### config.mk
export PLATFORM = sky130hd
export DESIGN_NAME = trsq8_fetch
export DESIGN_NICKNAME = d
export VERILOG_FILES = /design/src/rtl/trsq8_pkg.sv /design/src/rtl/trsq8_pc.sv /design/src/rtl/trsq8_fetch.sv
export SDC_FILE = /design/constraint.sdc
export NUM_CORES = 1
export LEC_CHECK = 0
export CAP_MARGIN = 20
export CORE_ASPECT_RATIO = 2
export CORE_MARGIN = 1.5
export CORE_UTILIZATION = 40
export CTS_BUF_LIST = sky130_fd_sc_hd__clkbuf_2 sky130_fd_sc_hd__clkbuf_4 sky130_fd_sc_hd__clkbuf_8
export DETAILED_ROUTE_END_ITERATION = 7
export PLACE_DENSITY = 0.82
export SLEW_MARGIN = 10
export SYNTH_ARGS = -nofsm -noshare
export SYNTH_HDL_FRONTEND = slang
export SYNTH_SLANG_ARGS = --single-unit
### constraint.sdc
create_clock -name CLK_ip -period 2.39 [get_ports CLK_ip]
set_clock_uncertainty 0.15 [all_clocks]
set_input_delay 0.3585 -clock CLK_ip [delete_from_list [all_inputs] [get_ports CLK_ip]]
set_output_delay 0.3585 -clock CLK_ip [all_outputs]
set_load 0.005 [all_outputs]
### src/rtl/trsq8_pkg.sv
// ---------------------------------------------------------------------------
// trsq8_pkg
// Shared types and constants for the TRSQ8 instruction-fetch slice.
//   INST_W / PADDR_W : program ROM word width and address width
//   inst_t / paddr_t : typed aliases for ROM words and ROM addresses
//   fetch_state_t    : fetch sequencer state (RUN, STALL, HALT)
//   pc_next_seq      : sequential PC successor, wraps modulo 2^PADDR_W
// ---------------------------------------------------------------------------
package trsq8_pkg;

  localparam int INST_W  = 15;
  localparam int PADDR_W = 13;

  typedef logic [INST_W-1:0]  inst_t;
  typedef logic [PADDR_W-1:0] paddr_t;

  typedef enum logic [1:0] {
    RUN   = 2'd0,
    STALL = 2'd1,
    HALT  = 2'd2
  } fetch_state_t;

  // 13-bit addition drops the carry, so 13'h1FFF + 1 wraps to 13'h0000.
  function automatic paddr_t pc_next_seq(input paddr_t pc);
    return pc + paddr_t'(1);
  endfunction

endpackage

### src/rtl/trsq8_pc.sv
// ---------------------------------------------------------------------------
// trsq8_pc
// Program counter register for the TRSQ8 fetch sequencer.
// Load has priority over increment; with neither asserted the PC holds.
// Ports:
//   clk        in   system clock
//   rst        in   asynchronous, active-high reset (PC <= RESET_PC)
//   load       in   load load_addr (jump redirect)
//   load_addr  in   13-bit redirect target
//   inc        in   advance to the next sequential address (wraps)
//   pc         out  current program counter
// ---------------------------------------------------------------------------
module trsq8_pc
  import trsq8_pkg::*;
#(
  parameter logic [12:0] RESET_PC = 13'd0
) (
  input  logic        clk,
  input  logic        rst,
  input  logic        load,
  input  logic [12:0] load_addr,
  input  logic        inc,
  output logic [12:0] pc
);

  always_ff @(posedge clk or posedge rst) begin
    if (rst) begin
      pc <= RESET_PC;
    end else if (load) begin
      pc <= load_addr;
    end else if (inc) begin
      pc <= pc_next_seq(pc);
    end
  end

endmodule

### src/rtl/trsq8_fetch.sv
// ---------------------------------------------------------------------------
// trsq8_fetch
// Instruction-fetch sequencer for the TRSQ8 core. Drives the address of the
// combinational program ROM, registers the returned word into a one-entry
// slot handed to the decoder with valid/ready, handles jump redirects and
// halt, and shares the ROM with a debug read port.
//
// Build option: define TRSQ8_FETCH_DBG_EN to include the debug read port,
// its starvation counter and the arbitration. Without it the DBG_* inputs
// are ignored, DBG_ACK_op/DBG_DATA_op are 0 and the ROM always sees the PC.
//
// Ports:
//   CLK_ip         in   system clock
//   RST_ip         in   asynchronous, active-high reset
//   PROM_ADDR_op   out  ROM address (PC, or DBG_ADDR_ip on a debug grant)
//   PROM_DATA_ip   in   ROM word for PROM_ADDR_op, same cycle
//   INST_op        out  registered instruction
//   INST_PC_op     out  address INST_op was fetched from
//   INST_VALID_op  out  slot holds a valid instruction
//   INST_READY_ip  in   decoder consumes the slot when VALID && READY
//   JUMP_ip        in   single-cycle redirect pulse
//   JUMP_ADDR_ip   in   redirect target
//   HALT_ip        in   level; no fetches issued while high
//   DBG_REQ_ip     in   debug read request, held until ack
//   DBG_ADDR_ip    in   debug read address
//   DBG_DATA_op    out  debug read data, registered
//   DBG_ACK_op     out  one-cycle pulse, DBG_DATA_op valid in that cycle
// ---------------------------------------------------------------------------
module trsq8_fetch
  import trsq8_pkg::*;
#(
  parameter logic [12:0] RESET_PC     = 13'd0,
  parameter int          DBG_MAX_WAIT = 4
) (
  input  logic        CLK_ip,
  input  logic        RST_ip,
  output logic [12:0] PROM_ADDR_op,
  input  logic [14:0] PROM_DATA_ip,
  output logic [14:0] INST_op,
  output logic [12:0] INST_PC_op,
  output logic        INST_VALID_op,
  input  logic        INST_READY_ip,
  input  logic        JUMP_ip,
  input  logic [12:0] JUMP_ADDR_ip,
  input  logic        HALT_ip,
  input  logic        DBG_REQ_ip,
  input  logic [12:0] DBG_ADDR_ip,
  output logic [14:0] DBG_DATA_op,
  output logic        DBG_ACK_op
);

  paddr_t       pc;
  inst_t        inst_reg;
  paddr_t       inst_pc_reg;
  logic         inst_valid_reg;
  fetch_state_t fetch_state;
  logic         consume;
  logic         fetch_would;
  logic         dbg_grant;
  logic         fetch_go;

  // The state is a function of the live HALT_ip / READY inputs and the slot
  // flag, so that a falling HALT_ip or a returning READY issues a fetch in
  // the very same cycle (no extra turnaround edge).
  always_comb begin
    fetch_state = RUN;
    if (HALT_ip) begin
      fetch_state = HALT;
    end else if (inst_valid_reg && !INST_READY_ip) begin
      fetch_state = STALL;
    end
  end

  assign consume     = inst_valid_reg && INST_READY_ip;
  assign fetch_would = (fetch_state == RUN);

`ifdef TRSQ8_FETCH_DBG_EN
  // Counter width is at least 1 bit so DBG_MAX_WAIT = 0 still elaborates.
  localparam int WCW = (DBG_MAX_WAIT < 1) ? 1 : $clog2(DBG_MAX_WAIT + 1);
  localparam logic [WCW-1:0] WAIT_LIM = WCW'(DBG_MAX_WAIT);

  logic [WCW-1:0] wait_cnt_reg;
  inst_t          dbg_data_reg;
  logic           dbg_ack_reg;

  // Jump always wins. Debug takes the ROM for free when no fetch would
  // issue, and forcibly once it has been starved for DBG_MAX_WAIT cycles.
  assign dbg_grant = DBG_REQ_ip && !JUMP_ip &&
                     (!fetch_would || (wait_cnt_reg >= WAIT_LIM));

  always_ff @(posedge CLK_ip or posedge RST_ip) begin
    if (RST_ip) begin
      wait_cnt_reg <= '0;
      dbg_data_reg <= '0;
      dbg_ack_reg  <= 1'b0;
    end else begin
      dbg_ack_reg <= dbg_grant;
      if (dbg_grant) begin
        dbg_data_reg <= PROM_DATA_ip;
        wait_cnt_reg <= '0;
      end else if (!DBG_REQ_ip) begin
        wait_cnt_reg <= '0;
      end else if (wait_cnt_reg < WAIT_LIM) begin
        wait_cnt_reg <= wait_cnt_reg + WCW'(1);
      end
    end
  end

  assign PROM_ADDR_op = dbg_grant ? DBG_ADDR_ip : pc;
  assign DBG_DATA_op  = dbg_data_reg;
  assign DBG_ACK_op   = dbg_ack_reg;
`else
  wire unused_dbg = ^{DBG_REQ_ip, DBG_ADDR_ip};

  assign dbg_grant    = 1'b0;
  assign PROM_ADDR_op = pc;
  assign DBG_DATA_op  = '0;
  assign DBG_ACK_op   = 1'b0;
`endif

  assign fetch_go = fetch_would && !JUMP_ip && !dbg_grant;

  trsq8_pc #(
    .RESET_PC (RESET_PC)
  ) u_pc (
    .clk       (CLK_ip),
    .rst       (RST_ip),
    .load      (JUMP_ip),
    .load_addr (JUMP_ADDR_ip),
    .inc       (fetch_go),
    .pc        (pc)
  );

  // Instruction slot: a jump flushes, a fetch refills (this also covers a
  // consume in the same cycle), a consume with no refill empties it.
  always_ff @(posedge CLK_ip or posedge RST_ip) begin
    if (RST_ip) begin
      inst_reg       <= '0;
      inst_pc_reg    <= '0;
      inst_valid_reg <= 1'b0;
    end else if (JUMP_ip) begin
      inst_valid_reg <= 1'b0;
    end else if (fetch_go) begin
      inst_reg       <= PROM_DATA_ip;
      inst_pc_reg    <= pc;
      inst_valid_reg <= 1'b1;
    end else if (consume) begin
      inst_valid_reg <= 1'b0;
    end
  end

  assign INST_op       = inst_reg;
  assign INST_PC_op    = inst_pc_reg;
  assign INST_VALID_op = inst_valid_reg;

endmodule
# == After elaboration in Yosys (flattened, before gate mapping) ==
# Index checks and enable logic that the tools add are counted.
# word_totals
reg_bits,42
latch_bits,0
ram_bits,0
romBits,0
inputBits,47
out_inout_bits,58
word_cells,22
mem_count,0
# classes
addsub,1
n_mul,0
n_div,0
magnitude_cmp,0
eq_ne,0
shift,0
muxes,7
n_bitwise,1
reduce_logical,9
# op_table
operator,n
2-to-1 mux 13 bit,2
"adder 13 x 1 -> 13 bit, second input constant",1
2-to-1 mux 1 bit,4
logical AND 1 bit,3
nonzero test 3 bit,1
zero test 1 bit,2
zero test 2 bit,1
2-to-1 mux 2 bit,1
AND reduction 2 bit,1
nonzero test 2 bit,1
inverter 1 bit,1

# == Logic depth before layout (Yosys ltp) ==
# depth
depth_word,8
depth_mapped,5
ltp_nobuf,5

# == Cells and area by module ==
# Synthesis repeated with hierarchy kept, for this count alone.
# hier_totals
cells_unflattened,167
hier_area_um2,2059.5
# modules_own_cells
mod,n_inst,cells_each,area_per_inst_um2,seq_area_each_um2
trsq8_fetch,1,83,1268.7,725.7
trsq8_pc,1,84,790.8,325.3

# == Least setup slack after synthesis ==
# No wires, ideal clock.
# synth_timing
kind,flip-flop to flip-flop
startpoint,"reg inst_valid_reg, in the netlist INST_VALID_op"
endpoint,reg u_pc.pc[11]
setup_time_ns,0.069
arrival_ns,1.478
t_required_ns,2.171
path_slack_ns,0.693
stages_incl_launch_ff,5
path_buffers,0
period_less_slack_ns,1.697
path_cell_list,dfrtp_1 -> nor2b_4 -> or4_1 -> or4_1 -> nand3_1
# synth_between
elab_chain_cells,6
# synth_lines
item,line,text
start: declaration,trsq8_fetch.sv:55,logic inst_valid_reg;
start signal: assignment,trsq8_fetch.sv:140,inst_valid_reg <= 1'b0;
start signal: assignment,trsq8_fetch.sv:142,inst_valid_reg <= 1'b0;
start signal: assignment,trsq8_fetch.sv:146,inst_valid_reg <= 1'b1;
logical AND 1 bit,trsq8_fetch.sv:69,end else if (inst_valid_reg && !INST_READY_ip) begin
2-to-1 mux 1 bit,trsq8_fetch.sv:69,
2-to-1 mux 2 bit,trsq8_fetch.sv:67,if (HALT_ip) begin
zero test 2 bit,trsq8_fetch.sv:75,assign fetch_would = (fetch_state == RUN);
logical AND 1 bit,trsq8_fetch.sv:121,assign fetch_go = fetch_would && !JUMP_ip && !dbg_grant;
nonzero test 2 bit (no line),n/a,
end signal: assignment,trsq8_pc.sv:30,pc <= load_addr;
end signal: assignment,trsq8_pc.sv:32,pc <= pc_next_seq(pc);
end: declaration,trsq8_pc.sv:23,output logic [12:0] pc
# No other way between the ends.
# A chain may end at the register's enable or synchronous reset.

# == Worst setup path in the final report ==
# layout_timing
startpoint,in INST_READY_ip
endpoint,"reg inst_reg[10], in the netlist INST_op[10]"
# layout_between
elab_chain_cells,7
# layout_lines
item,line,text
start: declaration,trsq8_fetch.sv:42,"input logic INST_READY_ip,"
zero test 1 bit,trsq8_fetch.sv:69,
logical AND 1 bit,trsq8_fetch.sv:69,
2-to-1 mux 1 bit,trsq8_fetch.sv:69,
2-to-1 mux 2 bit,trsq8_fetch.sv:67,
zero test 2 bit,trsq8_fetch.sv:75,
logical AND 1 bit,trsq8_fetch.sv:121,
AND reduction 2 bit (no line),n/a,
end signal: assignment,trsq8_fetch.sv:144,inst_reg <= PROM_DATA_ip;
end: declaration,trsq8_fetch.sv:53,inst_t inst_reg;
# No other way between the ends.

==> reports/qor.tcl <==
set qor(drt-pass1-iter-count) 4
set qor(cp_common_cell) {buf_4}
set qor(drc) 0
set qor(period_needed_ns) 1.86
set qor(synthArstFlopShare_pct) 100
set qor(post_synth_main_area_contributors) {dfrtp_1 (53%), mux2_2 (15%), buf_4 (6.1%), xnor2_1 (3.5%), nand2_1 (3.2%)}
set qor(cts_root_buffer) {clkbuf_8}
set qor(dr_wl_met3_um) 220
set qor(dieHeight_um) 102
set qor(wl_met2_um) 2340
set qor(criticalPathCategory) {in2reg}
set qor(cp_data_required_time_ns) 2.41
set qor(endpoint_kind) {register}
set qor(cap_violations) 0
set qor(power_density_nw_per_um2) 651
set qor(final_cell_area_sq_um) 2840
set qor(ys_dominant_reg_cell) {dfrtp_1}
set qor(number_of_port_buffers) 74
set qor(worst-r2r-cell-count) 5
set qor(clock.fmax_mhz) 537
set qor(worst-path-max-fanout) 15
set qor(num_vias) 1496
set qor(critical_path.max_stage_delay_ns) 0.50
set qor(grt_overflow) 0
set qor(ys_warn_count) 0
set qor(layout_worst_path_cycle_share_pct) 77.9
set qor(wl_um) 4230
set qor(drive_above_1_share_pct) 17.9
set qor(synth_common_cells) {dfrtp_1 (42), mux2_2 (27), nand2_1 (17)}
set qor(gp_routability_congestion) 0.774
set qor(fill_cells) 404
set qor(synth-edff-count) 0
set qor(tritoncts.num_buffers) 5
set qor(die_width_um) 52.7
set qor(ant_nets) 0
set qor(crit_chain) {clkdlybuf4s50_1 -> nor2b_4 -> buf_4 -> nor3_4 -> buf_4 -> mux2_2}
set qor(timing.setup.tns_ns) 0
set qor(timing.critical_path.from_type) {input pin}
set qor(hold_viol_final) 0
set qor(critPathSlowestCell) {clkdlybuf4s50_1}
set qor(number_of_antenna_violations_at_the_first_check_in_global_routing) 0
set qor(cts.hold.buffers_added) 0
set qor(count_of_cells_resized_by_post_cts_repair) 0
set qor(vias_in_the_first_global_route) 1418
set qor(clock_pin_slew_worst_setup_and_hold_paths_ns) 0.08
set qor(finalMaxSlewViolations) 0
set qor(initial_utilization_pct) 41.0
set qor(yosys.cell_count.top_type) {dfrtp_1}
set qor(cts-root-to-sink-buffers) 2
set qor(place_inst) 302
set qor(post_cts.repair.setup_buffers) 0
set qor(rows) 36
set qor(syn-mean-instance-area_sq_um) 11.6
set qor(tritoncts) {built}
set qor(clock_sinks) 42
set qor(result_of_the_run) {complete, no violations}
set qor(area_growth_syn_to_layout_pct) 43.9
set qor(core_region_area_sq_um) 4820
set qor(wl_met1_um) 1570
set qor(grt_setup_unrepaired) {no}
set qor(io_pins) 105
set qor(grt_start_max_net_pins) 31
set qor(placed_area_sq_um) 2760
set qor(dp_hpwl_um) 3280
set qor(route.top_layer_used) {met4}
set qor(clock_latency_late_sink_ns) 0.28
set qor(h-tree-depth) 2
set qor(yosys.cell_types.count) 31
set qor(fin_cells) 308
set qor(initialDrtViolationCount) 21
set qor(synth_area_sq_um) 1970
set qor(ys_seq_elements) 42
set qor(grt_pass1_wl_um) 6670
set qor(post_synthesis_sequential_area_ratio_pct) 53.2
set qor(die_area_sq_um) 5390
set qor(holdCritPathClass) {in2async}
set qor(yosysTopAreaCell) {dfrtp_1}
set qor(totalPowerFinal_mw) 1.85
set qor(grt_util_all_layers_pct) 17.0
set qor(vdd.ir_drop.worst_v) 0.000385
set qor(netlist_instances) 170
set qor(wl_per_cell_um) 13.7
set qor(via_per_inst) 4.86
set qor(static-leakage-power_nw) 1.18
set qor(yosysTopAreaCellShare_pct) 53.2
set qor(critical_path_arrival_ns) 1.88
set qor(insertedDiodeCount) 0
set qor(finalSetupViolations) 0
set qor(final_nets) 300
## where the power goes
group / internal, mW / switching, mW
Clock: 0.223 / 0.217
Sequential: 0.825 / 0.0816
Combinational: 0.346 / 0.156
## kinds of logic after synthesis
family	after synthesis	share of synthesized area, %
AOI/OAI and AO/OA	14	3.74
DFF	42	53.2
other	1	0.190
buffers and inverters	24	7.73
and+or+nand+nor	51	14.4
adders and majority gates	1	0.634
xor gates and xnor gates	8	3.55
muxes	29	16.5
## stage by stage
step | hold slack (ns) | util (%) | worst slack (ns)
3_5_place_dp | 0.338 | 57.2 | 0.214
6_report | 0.210 | 58.9 | 0.528
2_1_floorplan | 0.328 | - | 0.693
4_1_cts | 0.221 | 58.9 | 0.518
3_3_place_gp | 0.320 | 57.2 | 0.229
5_1_grt | 0.247 | 58.9 | 0.434
## final cells by class
| class | count | area, sq um | area share, % |
|---|---|---|---|
| clock buffers | 6 | 82.6 | 2.91 |
| inverters | 2 | 7.51 | 0.264 |
| multi-input cells | 119 | 827 | 29.1 |
| flip-flops and latches | 42 | 1050 | 37.0 |
| well taps | 57 | 71.3 | 2.51 |
| repair buffers | 82 | 801 | 28.2 |
## registers in the layout, indices dropped and copies added, names as in the netlist
| name | flops |
|---|---|
| INST_op | 15 |
| INST_PC_op | 13 |
| u_pc.pc | 13 |
| INST_VALID_op | 1 |
## final timing paths
path	slack (ns)	to	startpoint
worst max-delay path	0.53	INST_op[10]	INST_READY_ip
worst min-delay path	0.21	INST_op[8]	RST_ip
worst max register to register	0.64	INST_op[10]	INST_VALID_op
worst min register to register	0.35	INST_op[0]	INST_op[0]
max in group asynchronous	1.34	INST_op[0]	RST_ip
min in group CLK_ip	0.35	INST_op[0]	INST_op[0]
## cell usage in the layout (no fill, tap or decap), types with 2 or more instances in the layout
cell type        netlist  routed
buf_4                 16       8
clkbuf_8               0       6
clkdlybuf4s50_1        0      74
conb_1                 1      16
dfrtp_1               42      42
mux2_2                27      27
nand2_1               17      17
nand2b_1               2       2
nand3_1                4       4
nand4_1                3       3
nor2_1                 4       4
nor2b_1                4       4
nor3_1                 3       3
nor4_1                 3       3
o21ai_0               12      12
or4_1                  4       4
xnor2_1                8       8
## critical path, delay by kind of cell
| kind | cells | cell delay (ns) |
|---|---|---|
| buffers and inverters | 3 | 0.94 |
| multiplexers | 1 | 0.37 |
| AND/OR/NAND/NOR | 2 | 0.22 |
## routing by layer
metal | up-vias | track usage [%]
met5 | - | 0
met1 | 708 | 19.4
li1 | 719 | -
met4 | 0 | 9.27
met2 | 60 | 28.7
met3 | 9 | 3.51
No activity file was read; power rests on OpenSTA's default activity.
